===== config.mk =====
export PLATFORM = sky130hd
export DESIGN_NAME = tile_update_scheduler
export DESIGN_NICKNAME = d
export VERILOG_FILES = /design/src/rtl/tile_update_scheduler.sv
export SDC_FILE = /design/constraint.sdc
export NUM_CORES = 1
export LEC_CHECK = 0
export ABC_AREA = 1
export CORE_ASPECT_RATIO = 1.5
export CORE_MARGIN = 4
export CORE_UTILIZATION = 30
export CTS_CLUSTER_DIAMETER = 200
export CTS_CLUSTER_SIZE = 16
export DETAILED_ROUTE_END_ITERATION = 7
export HOLD_SLACK_MARGIN = 0.08
export PLACE_DENSITY_LB_ADDON = 0.15
export SKIP_CTS_REPAIR_TIMING = 1
export SLEW_MARGIN = 20
export SYNTH_ARGS = -nofsm -noshare
export SYNTH_HDL_FRONTEND = slang
export SYNTH_SLANG_ARGS = --single-unit

===== constraint.sdc =====
create_clock -name clk -period 4 [get_ports clk]
set_input_delay 0.4 -clock clk [delete_from_list [all_inputs] [get_ports clk]]
set_output_delay 0.4 -clock clk [all_outputs]
set_load 0.05 [all_outputs]

===== src/rtl/tile_update_scheduler.sv =====
// Scans the tile map in row-major order and issues draw commands for tiles whose
// object code differs from the shadow copy, or for every tile on a full redraw.
module tile_update_scheduler #(
    parameter int GRID_W = 16,
    parameter int GRID_H = 12,
    parameter int CODE_W = 3,
    parameter int XY_W   = 4
) (
    input  logic              clk,
    input  logic              sync_reset,
    input  logic              start_frame,
    input  logic              force_redraw,
    input  logic [CODE_W-1:0] obj_code_in,
    input  logic              cmd_done,
    output logic [XY_W-1:0]   x,
    output logic [XY_W-1:0]   y,
    output logic              cmd_valid,
    output logic [XY_W-1:0]   cmd_x,
    output logic [XY_W-1:0]   cmd_y,
    output logic [CODE_W-1:0] cmd_code,
    output logic              busy,
    output logic              init_cycle,
    output logic              frame_done
);
    localparam int unsigned CELLS = GRID_W * GRID_H;
    localparam int          IDX_W = $clog2(CELLS);
    localparam logic [XY_W-1:0] X_LAST = XY_W'(GRID_W - 1);
    localparam logic [XY_W-1:0] Y_LAST = XY_W'(GRID_H - 1);

    typedef enum logic [1:0] {IDLE, SCAN, WAIT, DONE} state_t;

    state_t            state, state_n;
    logic [CODE_W-1:0] shadow [CELLS];
    logic [XY_W-1:0]   x_n, y_n, cmd_x_n, cmd_y_n;
    logic [CODE_W-1:0] cmd_code_n;
    logic              cmd_valid_n, init_cycle_n;
    logic              redraw_pend, redraw_pend_n, redraw_pass, redraw_pass_n;
    logic              start_pending, start_pending_n;
    logic              advance, shadow_we;
    logic [IDX_W-1:0]  scan_idx, cmd_idx;

    function automatic logic [IDX_W-1:0] flat(input logic [XY_W-1:0] col, input logic [XY_W-1:0] row);
        return IDX_W'(row) * IDX_W'(GRID_W) + IDX_W'(col);
    endfunction

    assign scan_idx   = flat(x, y);
    assign cmd_idx    = flat(cmd_x, cmd_y);
    assign busy       = (state != IDLE);
    assign frame_done = (state == DONE);

    always_comb begin
        state_n         = state;
        x_n             = x;
        y_n             = y;
        cmd_x_n         = cmd_x;
        cmd_y_n         = cmd_y;
        cmd_code_n      = cmd_code;
        cmd_valid_n     = cmd_valid;
        init_cycle_n    = init_cycle;
        redraw_pass_n   = redraw_pass;
        redraw_pend_n   = redraw_pend | force_redraw;
        start_pending_n = start_pending | start_frame;
        advance         = 1'b0;
        shadow_we       = 1'b0;

        case (state)
            IDLE: begin
                if (start_pending || start_frame) begin
                    state_n         = SCAN;
                    x_n             = '0;
                    y_n             = '0;
                    start_pending_n = 1'b0;
                    // The pending flag moves into the per-pass copy; a force arriving
                    // mid-pass re-arms pending so the next pass is full as well.
                    redraw_pass_n   = redraw_pend | force_redraw;
                    redraw_pend_n   = 1'b0;
                end
            end
            SCAN: begin
                if (redraw_pass || redraw_pend || (obj_code_in != shadow[scan_idx])) begin
                    cmd_x_n     = x;
                    cmd_y_n     = y;
                    cmd_code_n  = obj_code_in;
                    cmd_valid_n = 1'b1;
                    state_n     = WAIT;
                end else begin
                    advance = 1'b1;
                end
            end
            WAIT: begin
                if (cmd_done) begin
                    cmd_valid_n = 1'b0;
                    shadow_we   = 1'b1;
                    advance     = 1'b1;
                end
            end
            DONE: begin
                state_n       = IDLE;
                x_n           = '0;
                y_n           = '0;
                redraw_pass_n = 1'b0;
                init_cycle_n  = 1'b0;
            end
            default: state_n = IDLE;
        endcase

        if (advance) begin
            if (x == X_LAST && y == Y_LAST) begin
                state_n = DONE;
            end else begin
                state_n = SCAN;
                if (x == X_LAST) begin
                    x_n = '0;
                    y_n = y + 1'b1;
                end else begin
                    x_n = x + 1'b1;
                end
            end
        end
    end

    always_ff @(posedge clk) begin
        if (sync_reset) begin
            state         <= IDLE;
            x             <= '0;
            y             <= '0;
            cmd_x         <= '0;
            cmd_y         <= '0;
            cmd_code      <= '0;
            cmd_valid     <= 1'b0;
            init_cycle    <= 1'b1;
            redraw_pend   <= 1'b1;
            redraw_pass   <= 1'b0;
            start_pending <= 1'b1;
            for (int unsigned i = 0; i < CELLS; i++) shadow[i] <= '0;
        end else begin
            state         <= state_n;
            x             <= x_n;
            y             <= y_n;
            cmd_x         <= cmd_x_n;
            cmd_y         <= cmd_y_n;
            cmd_code      <= cmd_code_n;
            cmd_valid     <= cmd_valid_n;
            init_cycle    <= init_cycle_n;
            redraw_pend   <= redraw_pend_n;
            redraw_pass   <= redraw_pass_n;
            start_pending <= start_pending_n;
            if (shadow_we) shadow[cmd_idx] <= cmd_code;
        end
    end
endmodule


After elaboration in Yosys (flattened, before gate mapping) --
Memories as Yosys holds them, arrays and structs flattened. Cells that the tools add are included. Widths: inputs -> output; s select.
Cells by class: reductions and logical operators 14, multiplexer cells 36, add/subtract/negate cells 4, equality and inequality tests 11, bitwise operators 2
Operator list (count):
- $mux 4 | 8
- $add 8x4->8 | 2
- $mux 1 | 16
- $pmux 4 s2 | 2
- $add 4x1->4 const B | 2
- $eq 4x4->1 const B | 2
- $mux 2 | 4
- $mux 8 | 1
- $ne 2x2->1 const B | 3
- $ne 3x3->1 const B | 2
- $pmux 1 s2 | 3
- $pmux 2 s3 | 1
- $reduce_and 3->1 | 2
- $reduce_bool 2->1 | 3
- $eq 2x2->1 const B | 2
- $reduce_and 2->1 | 2
- $reduce_bool 4->1 | 1
- $logic_or 1x1->1 | 3
- $mux 3 | 1
- $ne 3x3->1 | 1
- $reduce_or 3->1 | 1
- $eq 2x1->1 const B | 1
- $logic_not 2->1 | 1
- $or 1x1->1 | 2
- $logic_and 1x1->1 | 1
Word-level totals: bits in registers 26, bits of input ports 8, bits in writable memories 576, memories kept 1, word-level logic and storage cells 79
Memory list:
- shadow | depth 192, bits a word 3, read ports 1, clocked after memory_dff 0, write ports 192, line 33 | logic [CODE_W-1:0] shadow [CELLS];

Logic depth before layout (Yosys ltp) --
An unclocked memory read counts as a cell.
depth after elaboration 8, mapped depth 28, gate-level depth less buffers 24

Worst setup path before layout --
OpenSTA, ideal clock, no wires.
kind flip-flop to flip-flop, start point reg x[2], end point reg state[1], period minus slack after synthesis 2.788 ns, path buffers 3, stages on the path, launching flop included 22, data arrival time 2.717 ns, path slack 1.212 ns, path through dfxtp_1 buf_2 nand2_2 inv_1 clkbuf_1 nand2_1 nand2_1 clkinv_1 nand2_1 nand2_1 nand3_1 nand3_1 nand3_1 nand2_1 nor2_2 nand3_2 nand2_2 nand2_2 buf_6 nand2_1 nand2_1 a21oi_1
On the way: word-level cells in the longest chain between the ends 8, elaborated cells on any way between the ends 14, classes of those cells 1 x add/sub; 4 x eq/ne; 4 x mux; 4 x reduce/logical; 1 x memory
Ends and longest elaborated chain:
- start: declaration | line 15 | output logic [XY_W-1:0] x,
- start signal: assignment | line 138 | x <= x_n;
- $add 8x4->8 | line 43 | return IDX_W'(row) * IDX_W'(GRID_W) + IDX_W'(col);
- $mem_v2 192x3
- $ne 3x3->1 | line 80 | if (redraw_pass || redraw_pend || (obj_code_in != shadow[scan_idx])) begin
- $logic_or 1x1->1 | line 80
- $mux 1 | line 80
- $pmux 1 s2 | line 66 | case (state)
- $ne 3x3->1 (no line) / $reduce_bool 4->1 (equally long branches)
- $reduce_and 3->1 (no line)
- end signal: assignment | line 137 | state <= state_n;
- end: declaration | line 32 | state_t state, state_n;
Several ways; a longest one is shown, not always the timed one. A chain may end at the register's enable or synchronous reset.

Final worst setup path --
start point reg x[1], end point reg x[0]
On the way: word-level cells in the longest chain between the ends 7, elaborated cells on any way between the ends 11, classes of those cells 1 x add/sub; 2 x eq/ne; 5 x mux; 2 x reduce/logical; 1 x memory
Ends and longest elaborated chain:
- $add 8x4->8 | line 43
- $mem_v2 192x3
- $ne 3x3->1 | line 80
- $logic_or 1x1->1 | line 80
- $mux 1 | line 80
- $pmux 1 s2 | line 66
- $mux 4 (*) | line 107 | if (advance) begin
Every way passes the cells marked *; elsewhere a longest branch is shown, timed or not.

==> impl_metrics.tcl <==
set metrics [dict create \
    finalHoldViolations 0 \
    grt_pass1_wl_um 177000 \
    synth_cells 4194 \
    yosysSeqAreaShare 0.627 \
    p_leak_nw 15.5 \
    rsz0062_at_grt "no" \
    synth.avg_cell_area_sq_um 8.97 \
    power_density_nw_per_um2 461 \
    routedWlPerCell_um 20.9 \
    status "finished clean" \
    path_clk_slew_ns 0.09 \
    fin_crit_ns 3.42 \
    dpl.hpwl_um 76100 \
    synth.net_count 4208 \
    die_area_sq_um 131000 \
    synth_top_family_by_area "simple AND/OR/NAND/NOR gates" \
    clock_skew_ns 0.0419 \
    layout_common_cells "nand2_1, nor2_1, edfxtp_1, nand3_1, inv_1" \
    synth_edf_count 768 \
    crit_fanout 60 \
    critPathLaunchType "flip-flop" \
    ys_ff_latch 794 \
    cts_buffer_depth 3 \
    grt_start_max_net_pins 110 \
    place_congestion 0.836 \
    rrSetupSlack_ns 0.58 \
    wl_um 120000 \
    tns_ns 0 \
    synth-xor-area-share 0.000466 \
    yosys.area_share.simple 0.264 \
    fmax_mhz 293 \
    syn_area_sq_um 37600 \
    arrival_ns 3.99 \
    die_w_um 297 \
    antenna_found_initial 1 \
    clock_sinks 794 \
    clk_latency_ns 0.67 \
    synth_fa_ha_area_frac 0.00200 \
    ys_warn_count 0 \
    core_sq_um 124000 \
    min_period_over_period 0.855 \
    initial_utilization 0.303 \
    syn_to_final_growth_pct 9.53 \
    rows 158 \
    cts_buffers 55 \
    grt_pass1_vias 27800 \
    cts_tree "yes" \
    ys_top_cells_by_area "edfxtp_1, nand2_1, nor2_1, nand3_1, o21ai_0" \
    ant_nets 0 \
    drt-initial-drc-count 1725 \
    slew_viol_final 0 \
    vias 27800 \
    final-setup-viol-count 0 \
    critPathRequiredTime_ns 4.57 \
    port-buffer-count 30 \
    synth_ff_type "edfxtp_1" \
    netlist.area_leader.share 0.613 \
    final_common_cell "nand2_1" \
    tightest_slew_ns 1.07 \
    worstSetupPathType "reg -> reg" \
    synth_compound_area_frac 0.0462 \
    vias_per_cell 4.85 \
    irDropWorstVdd_v 0.000469 \
    synthMuxAreaShare 0 \
    async_reset_ff_frac 0 \
    finish.net_count 4114 \
    grt_use_total 0.178 \
    final_layout_size_suffix_gt1_frac 0.0480 \
    die_y_um 442 \
    drcViolationCount 0 \
    worst_setup_path_end_kind "flip-flop" \
    yosysUniqueCellTypes 30 \
    hold_class "in -> reg" \
    io_pins 31 \
    first_pass_iters 5 \
    drv_cap 0 \
    synth_area_leader_cell "edfxtp_1" \
    cts_root_buffer "clkbuf_16" \
    max-slew-margin-rel 0.287 \
    h-tree-depth 2 \
    grt_overflow 0 \
    timing.hold.ws_ns 0.451 \
]
-- sequential cells by signal, summed over array words and instances, names as in the netlist --
signal         flops
y                  4
shadow           768
redraw_pass        1
state              2
init_cycle         1
cmd_x              4
cmd_valid          1
cmd_y              4
redraw_pend        1
start_pending      1
x                  4
cmd_code           3
-- synth_stat cells (30+ instances only) --
library cell  number
nor2_1          1073
nand2_1         1169
o21ai_1           40
inv_1            232
clkbuf_1         159
a21oi_1           56
o21ai_0          200
nand3_1          279
edfxtp_1         768
o211ai_1          30
buf_2             76
-- cells by family (layout without fill, tap and decap cells) --
kind of cell | after synthesis | count (layout)
other | 0 | 1
adder cells (fa/ha/maj) | 6 | 6
XOR/XNOR | 2 | 2
AO/OA/AOI/OAI | 330 | 330
buffers and inverters | 523 | 455
AND/OR/NAND/NOR | 2539 | 2539
flip-flops | 794 | 794
-- worst max-delay path: stages, from the launching register on --
cell and delay (ns):
dfxtp_4 0.39, buf_4 0.20, buf_12 0.29, nor2_1 0.08
o21ai_0 0.11, nand2_1 0.12, a21oi_1 0.40, nand2_1 0.14
nand3_1 0.11, nand3_1 0.16, nand3_1 0.16, nand2_1 0.06
nand2_1 0.05, nand2_1 0.06, nor2_2 0.13, nand3_2 0.13
nand2_2 0.11, nand2_2 0.17, inv_2 0.18, nand2_1 0.07
a21oi_1 0.13
-- report_power, final --
group	internal (mW)	leakage, nW	switching [mW]
clock network	2.53	0.724	2.85
registers	9.57	7.93	0.199
logic	0.774	6.87	3.06
-- layout make-up --
class	instances	area (sq um)
fill	12900	82900
sequential	794	23600
multi-input combinational	2877	11800
tap	1600	2000
clock buffer	79	1470
timing repair buffer	127	1350
inverter	245	955
clock inverter	4	35.0
antenna	1	2.50
-- worst paths after layout --
kind / start / endpoint / cells after the start
hold / removal: obj_code_in[0] / cmd_code[0] / 3
setup / recovery: x[1] / x[0] / 20
hold reg to reg: init_cycle / init_cycle / 2
setup reg to reg: x[1] / x[0] / 20
-- per-stage QoR --
stage,std cells,utilization,cell area [sq um],power [mW],worst slack [ns]
6_report,5727,0.332,41200,19.0,0.582
5_1_grt,5727,0.332,41200,19.8,0.366
4_1_cts,5726,0.332,41200,19.2,0.572
3_5_place_dp,5643,0.320,39700,13.9,0.602
3_3_place_gp,5643,0.320,39700,13.9,0.547
2_1_floorplan,4194,-,37600,12.2,1.21
-- per-layer routing --
layer	GRT usage	up-vias	routed length (um)
met5	0	-	0
met4	0.0659	0	4750
met3	0.0159	154	3850
met2	0.341	530	63900
met1	0.205	13700	47400
li1	-	13400	-
Note: power is estimated with default switching activity, not from simulation.
